## config.mk

```make
export PLATFORM = sky130hd
export DESIGN_NAME = gray_step_monitor_flat
export DESIGN_NICKNAME = d
export VERILOG_FILES = /design/src/rtl/gray_step_monitor_if.sv /design/src/rtl/gray_step_monitor.sv /design/src/flat_wrapper.sv
export SDC_FILE = /design/constraint.sdc
export NUM_CORES = 1
export LEC_CHECK = 0
export BUFFER_PORTS_ARGS = -buffer_cell sky130_fd_sc_hd__buf_2
export CORE_ASPECT_RATIO = 1.25
export CORE_MARGIN = 5
export CORE_UTILIZATION = 50
export CTS_CLUSTER_SIZE = 30
export DETAILED_ROUTE_END_ITERATION = 12
export GPL_TIMING_DRIVEN = 0
export PLACE_DENSITY = 0.73
export REMOVE_ABC_BUFFERS = 1
export SETUP_SLACK_MARGIN = 0.4
export SKIP_LAST_GASP = 1
export SLEW_MARGIN = 20
export SYNTH_ARGS = -nofsm -noshare
export SYNTH_HDL_FRONTEND = slang
export SYNTH_SLANG_ARGS = --single-unit
```

## constraint.sdc

```tcl
create_clock -name Clk -period 2.9 [get_ports Clk]
set_input_delay 0.725 -clock Clk [delete_from_list [all_inputs] [get_ports Clk]]
set_output_delay 0.725 -clock Clk [all_outputs]
set_load 0.02 [all_outputs]
```

## src/rtl/gray_step_monitor_if.sv

```systemverilog
// Bundle of the Gray-code input, the clear request and all monitor status outputs.
// The monitor takes the slave modport; whoever drives GrayIn/Clear takes master.
interface gray_step_monitor_if #(
    parameter int unsigned WIDTH = 3,
    parameter int unsigned CNT_W = 8
);
    logic [WIDTH-1:0] GrayIn;
    logic             Clear;
    logic [WIDTH-1:0] Bin;
    logic             Step;
    logic             Wrap;
    logic             Err;
    logic             Locked;
    logic             Fault;
    logic [CNT_W-1:0] WrapCnt;
    logic [CNT_W-1:0] ErrCnt;

    modport master (
        output GrayIn, Clear,
        input  Bin, Step, Wrap, Err, Locked, Fault, WrapCnt, ErrCnt
    );

    modport slave (
        input  GrayIn, Clear,
        output Bin, Step, Wrap, Err, Locked, Fault, WrapCnt, ErrCnt
    );
endinterface

```

## src/rtl/gray_step_monitor.sv

```systemverilog
// Synchronises an upstream Gray counter, converts it to binary and checks that every
// change is a single legal forward step. Counts wraps and errors with saturation.
module gray_step_monitor #(
    parameter int unsigned WIDTH       = 3,
    parameter int unsigned SYNC_STAGES = 2,
    parameter int unsigned CNT_W       = 8
) (
    input logic              Clk,
    input logic              Reset,
    gray_step_monitor_if.slave bus
);

    localparam logic [1:0] StInit  = 2'd0;
    localparam logic [1:0] StTrack = 2'd1;
    localparam logic [1:0] StFault = 2'd2;

    function automatic logic [WIDTH-1:0] gray2bin(input logic [WIDTH-1:0] g);
        logic [WIDTH-1:0] b;
        b[WIDTH-1] = g[WIDTH-1];
        for (int i = int'(WIDTH) - 2; i >= 0; i--) begin
            b[i] = b[i+1] ^ g[i];
        end
        return b;
    endfunction

    logic [WIDTH-1:0] sync_q [SYNC_STAGES];
    logic [WIDTH-1:0] gs;
    logic [WIDTH-1:0] prev_q;
    logic [WIDTH-1:0] bin_q;
    logic [WIDTH-1:0] bg;
    logic [WIDTH-1:0] bp;
    logic [WIDTH-1:0] bp_inc;
    logic [WIDTH-1:0] diff;
    logic             one_bit;
    logic             legal;

    logic [1:0]       state_q, state_d;
    logic             step_q, step_d;
    logic             wrap_q, wrap_d;
    logic             err_q, err_d;
    logic [CNT_W-1:0] wrap_cnt_q, wrap_cnt_d;
    logic [CNT_W-1:0] err_cnt_q, err_cnt_d;

    assign gs      = sync_q[SYNC_STAGES-1];
    assign bg      = gray2bin(gs);
    assign bp      = gray2bin(prev_q);
    assign bp_inc  = bp + WIDTH'(1);
    assign diff    = gs ^ prev_q;
    // Exactly one bit differs: non-zero and a power of two.
    assign one_bit = (diff != '0) && ((diff & (diff - WIDTH'(1))) == '0);
    assign legal   = one_bit && (bg == bp_inc);

    // Synchroniser chain, previous-value register and binary output register.
    always_ff @(posedge Clk or posedge Reset) begin
        if (Reset) begin
            for (int i = 0; i < int'(SYNC_STAGES); i++) begin
                sync_q[i] <= '0;
            end
            prev_q <= '0;
            bin_q  <= '0;
        end else begin
            sync_q[0] <= bus.GrayIn;
            for (int i = 1; i < int'(SYNC_STAGES); i++) begin
                sync_q[i] <= sync_q[i-1];
            end
            prev_q <= gs;
            bin_q  <= bg;
        end
    end

    // Next-state, pulse and counter logic; Clear overrides any same-cycle event.
    always_comb begin
        state_d    = state_q;
        step_d     = 1'b0;
        wrap_d     = 1'b0;
        err_d      = 1'b0;
        wrap_cnt_d = wrap_cnt_q;
        err_cnt_d  = err_cnt_q;
        if (bus.Clear) begin
            state_d    = StInit;
            wrap_cnt_d = '0;
            err_cnt_d  = '0;
        end else begin
            case (state_q)
                StInit: begin
                    // prev becomes valid after one cycle here
                    state_d = StTrack;
                end
                StTrack: begin
                    if (gs != prev_q) begin
                        if (legal) begin
                            step_d = 1'b1;
                            if (bp == '1) begin
                                wrap_d = 1'b1;
                                if (wrap_cnt_q != '1) begin
                                    wrap_cnt_d = wrap_cnt_q + CNT_W'(1);
                                end
                            end
                        end else begin
                            err_d   = 1'b1;
                            state_d = StFault;
                            if (err_cnt_q != '1) begin
                                err_cnt_d = err_cnt_q + CNT_W'(1);
                            end
                        end
                    end
                end
                StFault: begin
                    state_d = StFault;
                end
                default: begin
                    state_d = StInit;
                end
            endcase
        end
    end

    // State, registered pulses and saturating counters.
    always_ff @(posedge Clk or posedge Reset) begin
        if (Reset) begin
            state_q    <= StInit;
            step_q     <= 1'b0;
            wrap_q     <= 1'b0;
            err_q      <= 1'b0;
            wrap_cnt_q <= '0;
            err_cnt_q  <= '0;
        end else begin
            state_q    <= state_d;
            step_q     <= step_d;
            wrap_q     <= wrap_d;
            err_q      <= err_d;
            wrap_cnt_q <= wrap_cnt_d;
            err_cnt_q  <= err_cnt_d;
        end
    end

    assign bus.Bin     = bin_q;
    assign bus.Step    = step_q;
    assign bus.Wrap    = wrap_q;
    assign bus.Err     = err_q;
    assign bus.Locked  = (state_q == StTrack);
    assign bus.Fault   = (state_q == StFault);
    assign bus.WrapCnt = wrap_cnt_q;
    assign bus.ErrCnt  = err_cnt_q;

endmodule

```

## src/flat_wrapper.sv

```systemverilog
// flat-port wrapper written by rule: the top's interface ports become plain ports
module gray_step_monitor_flat 
#(
    parameter int unsigned WIDTH       = 3,
    parameter int unsigned SYNC_STAGES = 2,
    parameter int unsigned CNT_W       = 8
)
  (Clk, Reset, bus_GrayIn, bus_Clear, bus_Bin, bus_Step, bus_Wrap, bus_Err, bus_Locked, bus_Fault, bus_WrapCnt, bus_ErrCnt);
  gray_step_monitor_if #(.WIDTH(WIDTH), .CNT_W(CNT_W)) bus_i ();
  input logic Clk;
  input logic Reset;
  input wire logic [$bits(bus_i.GrayIn)-1:0] bus_GrayIn;
  input wire logic [$bits(bus_i.Clear)-1:0] bus_Clear;
  output wire logic [$bits(bus_i.Bin)-1:0] bus_Bin;
  output wire logic [$bits(bus_i.Step)-1:0] bus_Step;
  output wire logic [$bits(bus_i.Wrap)-1:0] bus_Wrap;
  output wire logic [$bits(bus_i.Err)-1:0] bus_Err;
  output wire logic [$bits(bus_i.Locked)-1:0] bus_Locked;
  output wire logic [$bits(bus_i.Fault)-1:0] bus_Fault;
  output wire logic [$bits(bus_i.WrapCnt)-1:0] bus_WrapCnt;
  output wire logic [$bits(bus_i.ErrCnt)-1:0] bus_ErrCnt;
  assign bus_i.GrayIn = bus_GrayIn;
  assign bus_i.Clear = bus_Clear;
  assign bus_Bin = bus_i.Bin;
  assign bus_Step = bus_i.Step;
  assign bus_Wrap = bus_i.Wrap;
  assign bus_Err = bus_i.Err;
  assign bus_Locked = bus_i.Locked;
  assign bus_Fault = bus_i.Fault;
  assign bus_WrapCnt = bus_i.WrapCnt;
  assign bus_ErrCnt = bus_i.ErrCnt;
  gray_step_monitor #(.WIDTH(WIDTH), .SYNC_STAGES(SYNC_STAGES), .CNT_W(CNT_W)) u_core (.Clk(Clk), .Reset(Reset), .bus(bus_i));
endmodule
```

After elaboration in Yosys (flattened, before gate mapping):

Index checks and enable logic that the tools add are counted.

* add/subtract/negate cells: 4
* equal/unequal tests: 10
* multiplexer cells: 28
* bitwise logic cells: 6
* reductions and logical operators: 14

Operator list (count)
* $mux 8: 11
* $add 8x1->8 const B: 2
* $ne 8x8->1 const B: 2
* $mux 1: 13
* $reduce_bool 2->1: 6
* $mux 2: 3
* $pmux 2 s3: 1
* $reduce_and 5->1: 1
* $reduce_and 4->1: 1
* $xor 1x1->1: 4
* $add 3x1->3 const B: 1
* $and 3x3->3: 1
* $eq 3x3->1: 1
* $eq 3x3->1 const B: 1
* $logic_not 3->1: 1
* $ne 3x2->1 const B: 1
* $ne 3x3->1: 1
* $ne 3x3->1 const B: 1
* $reduce_bool 3->1: 1
* $sub 3x1->3 const B: 1
* $xor 3x3->3: 1
* $eq 2x1->1 const B: 1
* $eq 2x2->1 const B: 1
* $logic_and 1x1->1: 2
* other kinds (3): 3

* register bits after elaboration: 33
* bits of input ports: 6
* output and inout bits: 24
* logic and storage cells: 72

Depth between registers and ports, before layout:

* depth after elaboration: 10
* mapped depth: 8
* depth with buffers taken out: 7

Worst setup path before layout:

OpenSTA, ideal clock, no wires.

* kind: register to register
* start point: reg, netlist name u_core.bus.Bin[2]
* end point: reg u_core.wrap_cnt_q[7], in the netlist u_core.bus.WrapCnt[7]
* library setup time: 0.078 ns
* arrival: 2.088 ns
* data required time: 2.822 ns
* slack: 0.734 ns
* stages on the path, launching flop included: 8
* buffers on the path: 1
* clock period less this slack: 2.166 ns
* cells stage by stage: dfrtp_1 buf_4 xor2_1 ha_1 xor2_2 o211ai_1 or4_1 a21oi_1

RTL lines
* end signal: assignment: RTL line gray_step_monitor.sv:132 `wrap_cnt_q <= wrap_cnt_d;`
* end: declaration: RTL line gray_step_monitor.sv:41 `logic [CNT_W-1:0] wrap_cnt_q, wrap_cnt_d;`

==> results.cfg <==
[place]
dp_hpwl_um = 2430
portBuffers = 29
place_ws_ps = 502
globalplace.congestion = 0.793

[critical_path]
slowest_delay_ps = 530
cpLargestDelayFamily = simple AND/OR/NAND/NOR gates
path_cells = xor2_1 > ha_1 > xor2_2 > o211ai_1 > or4_1 > a21oi_1
path_buf_inv = 0
crit_path_start_kind = register
crit_slowest_cell = or4_1
path_max_fanout = 10
path_class = reg2reg
arrival_ps = 2560
crit_path_end_kind = register
required_ps = 3110

[cts]
h-tree-depth = 2
clk_pin_slew_ps = 60
cts_made_buffers = 5
clock_sinks = 32
cts_tree = built
cts_buffer_depth = 2
cts_root_buf = clkbuf_8
clock_latency_ps = 280

[global_routing]
overflow = 0
grt_max_degree = 33
grt_pass1_vias = 1388
grt_use_total = 0.172
grt_antenna_before_repair = 0
grt_pass1_wl_um = 5830

[route]
wl_per_cell_um = 15.0
firstDrtPassIters = 4
ant_nets = 0
drc = 0
via_per_inst = 5.88
num_vias = 1363
routed_wl_um = 3480
drt_iter0_drc = 65

[die]
start_util = 0.519
coreArea_um2 = 3190
die_w_um = 61.5
fp.dieH_um = 74.4
die_area_um2 = 4580
core.rowCount = 23
pin_count = 30

[synthesis]
synthMuxAreaShare = 0.0196
synthFlopType = dfrtp_1
yosysWarnings = 0
synth_xor_area_frac = 0.0505
synth_top_area_share = 0.483
synth_area_leaders = dfrtp_1 (48%), ha_1 (4.5%), nor2_1 (2.9%)
synth_cells = 161
syn_area_per_cell_um2 = 10.3
synth_compound_area_frac = 0.163
async_flop_share = 1.00
ys_seq_area_frac = 0.483
synthDistinctLibCells = 40
syn-cell-area_um2 = 1660
synth_simple_gate_area_share = 0.198
post-synth-top-area-cell = dfrtp_1
synth_edf_count = 0
synth-adder-area-share = 0.0452
synth_top_family_by_area = simple AND/OR/NAND/NOR gates
ys_seq_elements = 32

[timing]
max_freq_ghz = 0.424
rsz0062_at_grt = no
hold-worst-slack_ps = 352
fin_crit_sh = 0.813
maxSlewViolCount = 0
setup_viol = 0
period_minus_slack_ps = 2360
tns_ps = 0
fin_ws_ps = 543
clock-skew-final_ps = 5.60
slew_headroom = 0.461
worst_pin_slew_ps = 803
hold_viol = 0

[layout]
area_delta_synth_final_pct = 17.0
final_cell_mix = dfrtp_1 (32), buf_2 (29), nor2_1 (13), nand3_1 (9)
final_layout_size_suffix_gt1_frac = 0.256
nNetsFinal = 206
final_common_cell = dfrtp_1
diodes = 0

[worst_hold_path]
hold_class = reg2reg

[power_and_ir_drop]
power_density_nw_per_um2 = 564
leakagePower_nw = 0.948
ir_drop_mv = 0.332

[flow_run]
cap_violations = 0

[status]
status = finished, final reports clean
-- routing by layer --
layer  wire, µm  track usage  vias to the layer above
met5          0            0                        -
met4         42       0.0731                        0
met3        223       0.0573                        6
met2       1790        0.296                       37
met1       1420        0.189                      664
li1           -            -                      656
-- logic make-up (layout without fill, tap and decap cells) --
family,Yosys count,in the layout
buffers and inverters,16,50
AND/OR/NAND/NOR,60,60
AO/OA/AOI/OAI,37,37
XOR/XNOR,7,7
adder cells (fa/ha/maj),6,6
multiplexers,3,3
flip-flops,32,32
-- cell usage after synthesis, types with 2 or more instances --
| library cell | instances |
|---|---|
| dfrtp_1 | 32 |
| nor2_1 | 13 |
| inv_1 | 9 |
| nand3_1 | 9 |
| a21oi_1 | 8 |
| and3_1 | 7 |
| nand2_1 | 7 |
| ha_1 | 6 |
| or4_1 | 6 |
| nor3_1 | 5 |
| o31ai_1 | 5 |
| clkbuf_1 | 4 |
| o21ai_0 | 4 |
| xor2_1 | 4 |
| o2111ai_1 | 3 |
| o21a_1 | 3 |
| a21boi_0 | 2 |
| a22oi_1 | 2 |
| a31oi_1 | 2 |
| and2_1 | 2 |
| and4b_1 | 2 |
| buf_4 | 2 |
| mux2_2 | 2 |
| nand4_1 | 2 |
| nor2b_1 | 2 |
| nor4b_1 | 2 |
| o211ai_1 | 2 |
| xor2_2 | 2 |
-- power by group --
group	total [W]	internal (W)	switching, W
Sequential	0.000507	0.000476	0.0000303
Clock	0.000346	0.000193	0.000153
Combinational	0.000243	0.0000826	0.000160
-- final cells by class --
| type | instances | area, µm² |
|---|---|---|
| inverter | 9 | 33.8 |
| timing repair buffer | 33 | 175 |
| fill | 271 | 1250 |
| sequential | 32 | 801 |
| multi-input combinational | 113 | 796 |
| clock buffer | 8 | 90.1 |
| tap | 37 | 46.3 |
-- sequential cells by signal, summed over array words and instances (netlist names) --
register and flops:
u_core.bus.ErrCnt 8, u_core.bus.Wrap 1, u_core.bus.Err 1, u_core.prev_q 2, u_core.bus.Bin 3, u_core.gs 3, u_core.state_q 2, u_core.bus.Step 1
u_core.sync_q 3, u_core.bus.WrapCnt 8
-- metrics by stage --
step	area, µm²	utilization	total power, W	std cells
final	1940	0.608	0.00110	232
after global routing	1940	0.608	0.00115	232
after detailed placement	1820	0.568	0.000755	220
after CTS	1910	0.597	0.00111	228
after floorplan	1620	-	0.000683	154
after global placement	1820	0.568	0.000737	220
-- final timing paths --
path,from,endpoint,slack (ps),depth (start not counted)
max in group asynchronous,Reset,u_core.bus.WrapCnt[3]$_DFFE_PP0P_,1940,2
hold reg to reg,u_core.sync_q[4]$_DFF_PP0_,u_core.gs[1]$_DFF_PP0_,350,0
min in group asynchronous,Reset,u_core.bus.Bin[1]$_DFF_PP0_,530,2
hold / removal,u_core.sync_q[4]$_DFF_PP0_,u_core.gs[1]$_DFF_PP0_,350,0
setup reg to reg,u_core.bus.Bin[2]$_DFF_PP0_,u_core.bus.WrapCnt[7]$_DFFE_PP0P_,540,6
setup / recovery,u_core.bus.Bin[2]$_DFF_PP0_,u_core.bus.WrapCnt[7]$_DFFE_PP0P_,540,6
-- worst reg2reg max path: stages, from the launching register on --
cell and delay (ps):
dfrtp_1 480, xor2_1 190, ha_1 340, xor2_2 280
o211ai_1 300, or4_1 530, a21oi_1 140
-- repair_timing --
| action | 4_1_cts | 5_1_grt |
|---|---|---|
| endpoints found under the hold margin | 0 | 0 |
| hold buffers | 0 | 0 |
| endpoints found under the setup margin | 0 | 2 |
| gates resized for setup | 0 | 1 |
| buffers inserted | 0 | 4 |
No activity file was read; power rests on OpenSTA's default activity.
